[src/rtl/stopwatch_pkg.sv]
// rtl/stopwatch_pkg.sv - shared state type and time constants for the stopwatch controller
//
// Purpose : controller state enumeration, display time width and the 59:59
//           ceiling used by the optional autostop (STOPWATCH_AUTOSTOP_EN).
// Ports   : none (package).
package stopwatch_pkg;

  typedef enum logic [1:0] {
    IDLE  = 2'd0,
    RUN   = 2'd1,
    PAUSE = 2'd2,
    LAP   = 2'd3
  } sw_state_t;

  localparam int TIME_W  = 6;
  localparam int MAX_MIN = 59;
  localparam int MAX_SEC = 59;

  // RUN and LAP both advance the prescaler; only the display differs.
  function automatic logic is_counting(sw_state_t s);
    return (s == RUN) || (s == LAP);
  endfunction

endpackage

[src/rtl/stopwatch_controller_btn_sync_edge.sv]
// rtl/stopwatch_controller_btn_sync_edge.sv - button synchroniser with rising-edge command pulse
//
// Purpose : brings one debounced, asynchronous button level into the clock
//           domain through two flops and emits a single-cycle pulse on the
//           synchronised rising edge. A held button yields one pulse only.
// Ports   : clock  in  system clock
//           reset  in  asynchronous active-high reset
//           btn    in  debounced button level (asynchronous)
//           pulse  out one-cycle command, valid in the cycle after the 2nd
//                      sampling flop goes high (consumed on the 3rd edge)
module btn_sync_edge (
  input  logic clock,
  input  logic reset,
  input  logic btn,
  output logic pulse
);

  logic sync_1;
  logic sync_2;
  logic sync_2_q;

  always_ff @(posedge clock or posedge reset) begin
    if (reset) begin
      sync_1   <= 1'b0;
      sync_2   <= 1'b0;
      sync_2_q <= 1'b0;
    end else begin
      sync_1   <= btn;
      sync_2   <= sync_1;
      sync_2_q <= sync_2;
    end
  end

  // Combinational from flops only, so the FSM samples it on the next edge.
  assign pulse = sync_2 & ~sync_2_q;

endmodule

[src/rtl/stopwatch_controller.sv]
// rtl/stopwatch_controller.sv - stopwatch sequencing controller (buttons, 1 Hz enable, display mux)
//
// Purpose : turns start/stop, clear and lap buttons into hold/reset controls
//           for the external minutes/seconds counter, generates the per-second
//           count enable from a TICK_DIV prescaler and selects live or
//           lap-frozen time for the display.
//           Optional macro STOPWATCH_AUTOSTOP_EN: stop at 59:59 and lock out
//           start/stop until clear.
// Ports   : clock, reset          system clock, async active-high reset
//           btn_start_stop, btn_clear, btn_lap   debounced async buttons
//           minutes, seconds      live time from the counter
//           hold_count            low for one cycle per counted second
//           counter_reset         one-cycle counter clear pulse
//           disp_minutes, disp_seconds   registered display time
//           running               high in RUN and LAP
//           lap_active            high in LAP
module stopwatch_controller
  import stopwatch_pkg::*;
#(
  parameter int TICK_DIV = 50000000
) (
  input  logic              clock,
  input  logic              reset,
  input  logic              btn_start_stop,
  input  logic              btn_clear,
  input  logic              btn_lap,
  input  logic [TIME_W-1:0] minutes,
  input  logic [TIME_W-1:0] seconds,
  output logic              hold_count,
  output logic              counter_reset,
  output logic [TIME_W-1:0] disp_minutes,
  output logic [TIME_W-1:0] disp_seconds,
  output logic              running,
  output logic              lap_active
);

  localparam int PW = $clog2(TICK_DIV);

  sw_state_t         state;
  logic [PW-1:0]     prescaler;
  logic [TIME_W-1:0] snap_minutes;
  logic [TIME_W-1:0] snap_seconds;
  logic              snap_valid;

  logic pulse_start_stop;
  logic pulse_clear;
  logic pulse_lap;

  logic cmd_clear;
  logic cmd_start_stop;
  logic cmd_lap;
  logic counting;
  logic at_term;
  logic leaving;
  logic term_ok;
  logic sat_hit;
  logic resume_blocked;

  btn_sync_edge u_sync_start_stop (
    .clock (clock),
    .reset (reset),
    .btn   (btn_start_stop),
    .pulse (pulse_start_stop)
  );

  btn_sync_edge u_sync_clear (
    .clock (clock),
    .reset (reset),
    .btn   (btn_clear),
    .pulse (pulse_clear)
  );

  btn_sync_edge u_sync_lap (
    .clock (clock),
    .reset (reset),
    .btn   (btn_lap),
    .pulse (pulse_lap)
  );

  // Coinciding commands: clear beats start/stop beats lap; losers are dropped.
  assign cmd_clear      = pulse_clear;
  assign cmd_start_stop = pulse_start_stop & ~pulse_clear;
  assign cmd_lap        = pulse_lap & ~pulse_clear & ~pulse_start_stop;

  assign counting = is_counting(state);
  assign at_term  = (prescaler == PW'(TICK_DIV - 1));
  // Leaving the counting states in the terminal cycle forfeits that tick.
  assign leaving  = counting & (cmd_clear | cmd_start_stop);
  assign term_ok  = counting & at_term & ~leaving;

`ifdef STOPWATCH_AUTOSTOP_EN
  logic saturated;
  assign sat_hit        = term_ok && (minutes == TIME_W'(MAX_MIN)) && (seconds == TIME_W'(MAX_SEC));
  assign resume_blocked = saturated;
`else
  assign sat_hit        = 1'b0;
  assign resume_blocked = 1'b0;
`endif

  // Derived from flops and the synchronised pulses only, so it is stable
  // well before the counter samples it.
  assign hold_count = ~(term_ok & ~sat_hit);

  always_ff @(posedge clock or posedge reset) begin
    if (reset) begin
      state         <= IDLE;
      prescaler     <= '0;
      counter_reset <= 1'b0;
      running       <= 1'b0;
      lap_active    <= 1'b0;
      snap_minutes  <= '0;
      snap_seconds  <= '0;
      snap_valid    <= 1'b0;
      disp_minutes  <= '0;
      disp_seconds  <= '0;
`ifdef STOPWATCH_AUTOSTOP_EN
      saturated     <= 1'b0;
`endif
    end else begin
      counter_reset <= cmd_clear;
      disp_minutes  <= snap_valid ? snap_minutes : minutes;
      disp_seconds  <= snap_valid ? snap_seconds : seconds;

      if (cmd_clear) begin
        state        <= IDLE;
        prescaler    <= '0;
        running      <= 1'b0;
        lap_active   <= 1'b0;
        snap_minutes <= '0;
        snap_seconds <= '0;
        snap_valid   <= 1'b0;
`ifdef STOPWATCH_AUTOSTOP_EN
        saturated    <= 1'b0;
`endif
      end else begin
        // PAUSE keeps the prescaler so the sub-second fraction survives.
        if (counting) begin
          prescaler <= at_term ? '0 : prescaler + 1'b1;
        end

        if (sat_hit) begin
          state      <= PAUSE;
          running    <= 1'b0;
          lap_active <= 1'b0;
`ifdef STOPWATCH_AUTOSTOP_EN
          saturated  <= 1'b1;
`endif
        end else if (cmd_start_stop) begin
          unique case (state)
            IDLE: begin
              state   <= RUN;
              running <= 1'b1;
            end
            RUN, LAP: begin
              state      <= PAUSE;
              running    <= 1'b0;
              lap_active <= 1'b0;
            end
            PAUSE: begin
              if (!resume_blocked) begin
                // A held snapshot means the pause was entered from LAP.
                state      <= snap_valid ? LAP : RUN;
                running    <= 1'b1;
                lap_active <= snap_valid;
              end
            end
          endcase
        end else if (cmd_lap) begin
          unique case (state)
            RUN: begin
              state        <= LAP;
              lap_active   <= 1'b1;
              snap_valid   <= 1'b1;
              snap_minutes <= minutes;
              snap_seconds <= seconds;
            end
            LAP: begin
              state      <= RUN;
              lap_active <= 1'b0;
              snap_valid <= 1'b0;
            end
            PAUSE: snap_valid <= 1'b0;
            IDLE: ;
          endcase
        end
      end
    end
  end

endmodule

[config.mk]
export PLATFORM = sky130hd
export DESIGN_NAME = stopwatch_controller
export DESIGN_NICKNAME = d
export VERILOG_FILES = /design/src/rtl/stopwatch_pkg.sv /design/src/rtl/stopwatch_controller_btn_sync_edge.sv /design/src/rtl/stopwatch_controller.sv
export SDC_FILE = /design/constraint.sdc
export NUM_CORES = 1
export LEC_CHECK = 0
export CAP_MARGIN = 20
export CORE_MARGIN = 5
export CORE_UTILIZATION = 45
export CTS_CLUSTER_SIZE = 8
export DETAILED_ROUTE_END_ITERATION = 10
export PLACE_DENSITY_LB_ADDON = 0.25
export SLEW_MARGIN = 20
export SYNTH_ARGS = -nofsm -noshare
export SYNTH_HDL_FRONTEND = slang
export SYNTH_SLANG_ARGS = --single-unit
[constraint.sdc]
create_clock -name clock -period 2.8 [get_ports clock]
set_input_delay 0.56 -clock clock [delete_from_list [all_inputs] [get_ports clock]]
set_output_delay 0.56 -clock clock [all_outputs]
set_load 0.02 [all_outputs]
==> impl_metrics.toml, run 1 <==
[placement]
gp_congestion = 0.7776
hpwl_mm = 4.032
port_buffers = 32

[synth]
synth_top_family_by_area = "simple AND/OR/NAND/NOR gates"
synthAdderAreaFrac_pct = 0.4200
synth_edf_count = 0
synth_cell_types = 47
synth_async_sr_flop_share_pct = 100.0
synth-compound-area-share_pct = 11.97
synth_mux_area_share_pct = 8.568
ys_ff_latch = 65
synthXorXnorAreaFrac_pct = 2.352
yosys.area_share.simple_pct = 18.56
ys.flop_type = "dfrtp_1"
synth_seq_area_share_pct = 54.60
synthCells = 270
synth_area_per_cell_sq_um = 11.03
ys.warnings.count = 0
netlist_area_sq_um = 2979
synth_nets = 288

[floorplan]
start_util_pct = 46.65
die_h_um = 91.37
die-width_um = 91.37
die_area_sq_um = 8348
rows = 29
core_sq_um = 6386
io_pins = 33

[setup_path]
rrSetupSlack_ns = 0.69
critical_path_class = "flop to primary output"
critPathCaptureType = "primary output"
crit_fanout = 6
cp.required_ns = 2.24
cp.arrival_ns = 1.81
worst-r2r-cell-count = 4
cp-start-kind = "flop"

[final_layout]
syn_to_final_growth_pct = 21.04
fin_util_pct = 56.47
mostFrequentLayoutCell = "dfrtp_1"
mostFrequentLayoutCells = "dfrtp_1 (65), clkdlybuf4s50_1 (31), nor2_1 (26), a21oi_1 (21), nand2_1 (15)"
nets = 323
n_antenna_cell = 0
layout-drive-gt1-share_pct = 13.92

[grt]
grt_pass1_wl_mm = 10.45
grt_max_degree = 34
grt_pass1_vias = 2196
gr-total-overflow = 0
antenna_found_initial = 0
grtUsageTotal_pct = 15.62

[timing]
max_freq_mhz = 421.3
finClkSkew_ns = 0.006290
final-max-slew-violation-count = 0
final.setup.tns_ns = 0
hold_viol = 0
setup_violations = 0
layout_min_cycle_time_ns = 2.374
rsz0062_at_grt = "false"
slew_headroom_pct = 40.48
hold_ws_ns = 0.3506
worst_pin_slew_ns = 0.8881
period_share_pct = 84.77

[pwr]
power.density_nw_per_um2 = 652.8
max-vdd-ir-drop_mv = 0.4023
finalPower_mw = 2.354
leakagePower_nw = 1.562

[cts]
cts_buffers = 9
cts_tree = "built"
htree_levels = 3
cts_buffer_depth = 2
cts_setup_buffers = 0
cts_sinks = 65
clk_latency_ns = 0.34
cts.clk_slew.worst_paths_ns = 0.07
root_buffer = "clkbuf_8"

[route]
drtPass1Iterations = 4
vias_per_cell = 5.637
wirelength_mm = 5.820
routedWlPerCell_um = 15.08
drc = 0
vias = 2176
drtIter0Drc = 121
ant_nets = 0

[run_status]
status = "complete, no violations"

[run]
max-cap-violations = 0

[hold_path]
min_path_cells = 0
hold_path_class = "flop to flop"
## layer usage
| layer | global-route usage, % | routed length [um] | part of all wire (%) | up-vias |
|---|---|---|---|---|
| li1 | - | - | - | 1062 |
| met1 | 19.27 | 2669 | 46 | 1075 |
| met2 | 24.46 | 2809 | 48 | 34 |
| met3 | 6.777 | 280 | 4.8 | 5 |
| met4 | 5.501 | 61 | 1.0 | 0 |
| met5 | 0 | 0 | 0 | - |
## critical path, cell delays in order, from the launching register on
cell            delay [ns]
dfrtp_1               0.43
ha_1                  0.22
and4bb_2              0.23
nand4_1               0.13
nor2_1                0.13
nand4_1               0.11
dlymetal6s2s_1        0.23
## state kept, by name (all words and copies together) (netlist names)
signal / count
u_sync_start_stop.sync_1: 1
prescaler: 26
running: 1
disp_minutes: 6
u_sync_start_stop.sync_2: 1
u_sync_lap.sync_1: 1
counter_reset: 1
u_sync_clear.sync_1: 1
u_sync_lap.sync_2_q: 1
snap_valid: 1
disp_seconds: 6
lap_active: 1
u_sync_lap.sync_2: 1
u_sync_clear.sync_2: 1
u_sync_start_stop.sync_2_q: 1
snap_seconds: 6
state: 2
snap_minutes: 6
u_sync_clear.sync_2_q: 1
## logic make-up after synthesis
group / count (synthesis)
buf+inv: 20
compound gates: 53
simple gates: 99
mux: 24
xor+xnor: 8
fa+ha+maj: 1
flops: 65
## final timing paths
path                                                from                         end
worst max-delay path                        prescaler[0]                  hold_count
worst min-delay path            u_sync_start_stop.sync_1    u_sync_start_stop.sync_2
worst max register to register         u_sync_lap.sync_2             snap_seconds[0]
worst min register to register  u_sync_start_stop.sync_1    u_sync_start_stop.sync_2
max in group asynchronous                          reset               prescaler[22]
min in group asynchronous                          reset  u_sync_start_stop.sync_2_q
## cell usage after synthesis, types with 3 or more instances
cell type / instances / area, sq um
and4_1: 6 / 52.55
dfrtp_1: 65 / 1627
and3_1: 4 / 25.02
mux2i_1: 12 / 120.1
buf_4: 3 / 22.52
nand3_1: 11 / 55.05
nor2_1: 26 / 97.59
inv_1: 4 / 15.01
buf_2: 3 / 15.01
clkbuf_1: 5 / 18.77
xnor2_1: 3 / 26.28
o21ai_0: 9 / 45.04
or4_1: 5 / 37.54
or3_1: 5 / 31.28
a21oi_1: 21 / 105.1
nand4_1: 10 / 62.56
o31ai_1: 7 / 52.55
o211ai_1: 4 / 30.03
xor2_1: 5 / 43.79
mux2_2: 12 / 135.1
nand2_1: 15 / 56.30
## timing repair
item | in CTS | in global routing
gates resized for setup | 0 | 2
hold buffers | 0 | 0
endpoints found under the setup margin | 0 | 1
## metrics by stage
step                      setup WS (ns)  std cells  instance area (sq um)
final                            0.4264        386                   3606
after CTS                      0.008966        386                   3602
after floorplan                  0.6135        270                   2979
after detailed placement         0.3858        371                   3374
after global placement           0.4187        371                   3374
after global routing             0.2771        386                   3606
## area by class of cell
cell class                      count  area (sq um)
Fill cell                         541          2780
Sequential cell                    65          1627
Multi-Input combinational cell    185          1249
Timing Repair Buffer               39         387.9
Clock buffer                       11         151.4
Tap cell                           77         96.34
Clock inverter                      4         76.32
Inverter                            5         18.77
## power by group
group          total [mW]  switching, mW  internal, mW
clock network       0.905          0.358         0.546
logic               0.348          0.175         0.173
registers            1.10         0.0789          1.02
total                2.35          0.612          1.74
(Power assumes the default switching activity.)
==> run 2, diff against run 1 <==
==> constraint.sdc (replaced) <==
create_clock -name clock -period 2.43 [get_ports clock]
set_input_delay 0.486 -clock clock [delete_from_list [all_inputs] [get_ports clock]]
set_output_delay 0.486 -clock clock [all_outputs]
set_load 0.02 [all_outputs]
==> run 2 against run 1 <==
  * Worst setup slack got worse by 0.27 ns
  * Power increased by 20%
  * Core utilization increased by 1.3 points
  * Critical path type unchanged
  * Highest routed layer unchanged
==> impl_metrics.toml, run 2 (synthesis gave the netlist of run 1 again) <==
[route]
wirelength_mm = 6.340
drtPass1Iterations = 4
drtIter0Drc = 92
drc = 0
vias_per_cell = 5.711
vias = 2250
ant_nets = 0
routedWlPerCell_um = 16.09

[cts]
cts_buffer_depth = 2
root_buffer = "clkbuf_8"
clk_latency_ns = 0.34
postCtsHoldBufs = 0
cts_buffers = 9
cts_sinks = 65
htree_levels = 3
cts_tree = "built"
cts.clk_slew.worst_paths_ns = 0.08

[timing]
max_freq_mhz = 439.2
period_share_pct = 93.69
hold_ws_ns = 0.3523
final-max-slew-violation-count = 0
hold_viol = 0
final.setup.tns_ns = 0
finClkSkew_ns = 0.01494
slew_headroom_pct = 57.57
rsz0062_at_grt = "false"
worst_pin_slew_ns = 0.6364
timing.final.ws_setup_ns = 0.1533
layout_min_cycle_time_ns = 2.277
setup_violations = 0

[grt]
grtUsageTotal_pct = 16.51
grt_pass1_vias = 2334
antenna_found_initial = 0
gr-total-overflow = 0
grt_max_degree = 31
grt_pass1_wl_mm = 11.13

[setup_path]
cp-start-kind = "flop"
startpoint = "prescaler[1]"
cp-endpoint = "hold_count"
critical_path_class = "flop to primary output"
rrSetupSlack_ns = 0.48
cp_num_cells = 6
critPathCaptureType = "primary output"
crit_fanout = 4
critical-path-slowest-cell = "dfrtp_1"
cp.arrival_ns = 1.79
critical_path_buf_inv_count = 1
worst-r2r-cell-count = 7
r2r_end = "prescaler[23]"
r2r-start = "prescaler[1]"
cpMostUsedCell = "nand4_1"
path_cells = "ha_2, and4bb_2, nand4_1, nor2_1, nand4_1, buf_2"
crit_family = "simple AND/OR/NAND/NOR gates"
cpPeakStageDelay_ns = 0.38
cp.required_ns = 1.94

[run]
max-cap-violations = 0

[final_layout]
nets = 330
stdcell_count = 394
mostFrequentLayoutCell = "dfrtp_1"
regMostFlops = "prescaler"
n_antenna_cell = 0
syn_to_final_growth_pct = 23.86
fin_util_pct = 57.78
mostFrequentLayoutCells = "dfrtp_1 (64), clkdlybuf4s50_1 (31), nor2_1 (26), a21oi_1 (21), nand2_1 (15)"
layout-drive-gt1-share_pct = 17.03
largest_reg_flops = 26
final_area_sq_um = 3690

[floorplan]
die_area_sq_um = 8348
rows = 29
start_util_pct = 46.65
core_sq_um = 6386
die_h_um = 91.37
io_pins = 33
die-width_um = 91.37

[placement]
dp_slack_ns = 0.1409
dpl_cell_area_sq_um = 3420
gp_congestion = 0.8016
port_buffers = 32
place_inst = 377
hpwl_mm = 4.190

[pwr]
power.density_nw_per_um2 = 767.6
leakagePower_nw = 1.599
finalPower_mw = 2.832
max-vdd-ir-drop_mv = 0.6089

[run_status]
status = "complete, no violations"

[hold_path]
hold_path_class = "flop to flop"
==> run 2: cell count changes in the layout (fill, tap and decap cells not counted), sizes merged <==
cell / delta
buf: +8
inv: +1
bufinv: +1
clkbuf: -1
dlymetal6s2s: -1
==> run 2: how the worst min path moves through the flow <==
stage	startpoint	slack [ns]	endpoint	cells after the start
finish	u_sync_start_stop.sync_1	0.35	u_sync_start_stop.sync_2	0
global route	u_sync_clear.sync_1	0.37	u_sync_clear.sync_2	0
CTS	u_sync_clear.sync_1	0.35	u_sync_clear.sync_2	0
detailed placement	u_sync_clear.sync_1	0.34	u_sync_clear.sync_2	0
global placement	u_sync_start_stop.sync_1	0.33	u_sync_start_stop.sync_2	0
floorplan	u_sync_clear.sync_1	0.33	u_sync_clear.sync_2	0
==> run 2: repair_timing <==
action,4_1_cts,5_1_grt
resized for setup,4,5
pin swaps,0,2
setup buffers,0,1
endpoints found under the setup margin,1,1
==> run 2: power breakdown <==
part	switching [mW]	internal (mW)	leakage, nW	total, mW
combinational	0.218	0.220	0.634	0.438
clock	0.439	0.687	0.117	1.13
sequential	0.0903	1.18	0.847	1.27
==> run 2: worst reg2reg max path, delay by kind of cell, from the launching register on <==
kind | cells | cell delay [ns]
fa+ha+maj | 1 | 0.22
simple gates | 2 | 0.40
buf+inv | 2 | 0.46
compound gates | 2 | 0.38
flops | 1 | 0.38
==> run 2: cell type report <==
class	count	area, sq um
clock buffers	10	127.6
clock inverters	6	115.1
fillers	545	2696
inverters	5	18.77
multi-input cells	185	1271
flip-flops and latches	65	1628
well taps	77	96.34
repair buffers	46	432.9
==> run 2: metal layers <==
metal,track usage (%),vias to the layer above,routed length [um]
met5,0,-,0
met4,8.068,0,131
met3,4.215,13,289
met2,26.08,47,3138
met1,21.07,1112,2780
li1,-,1078,-
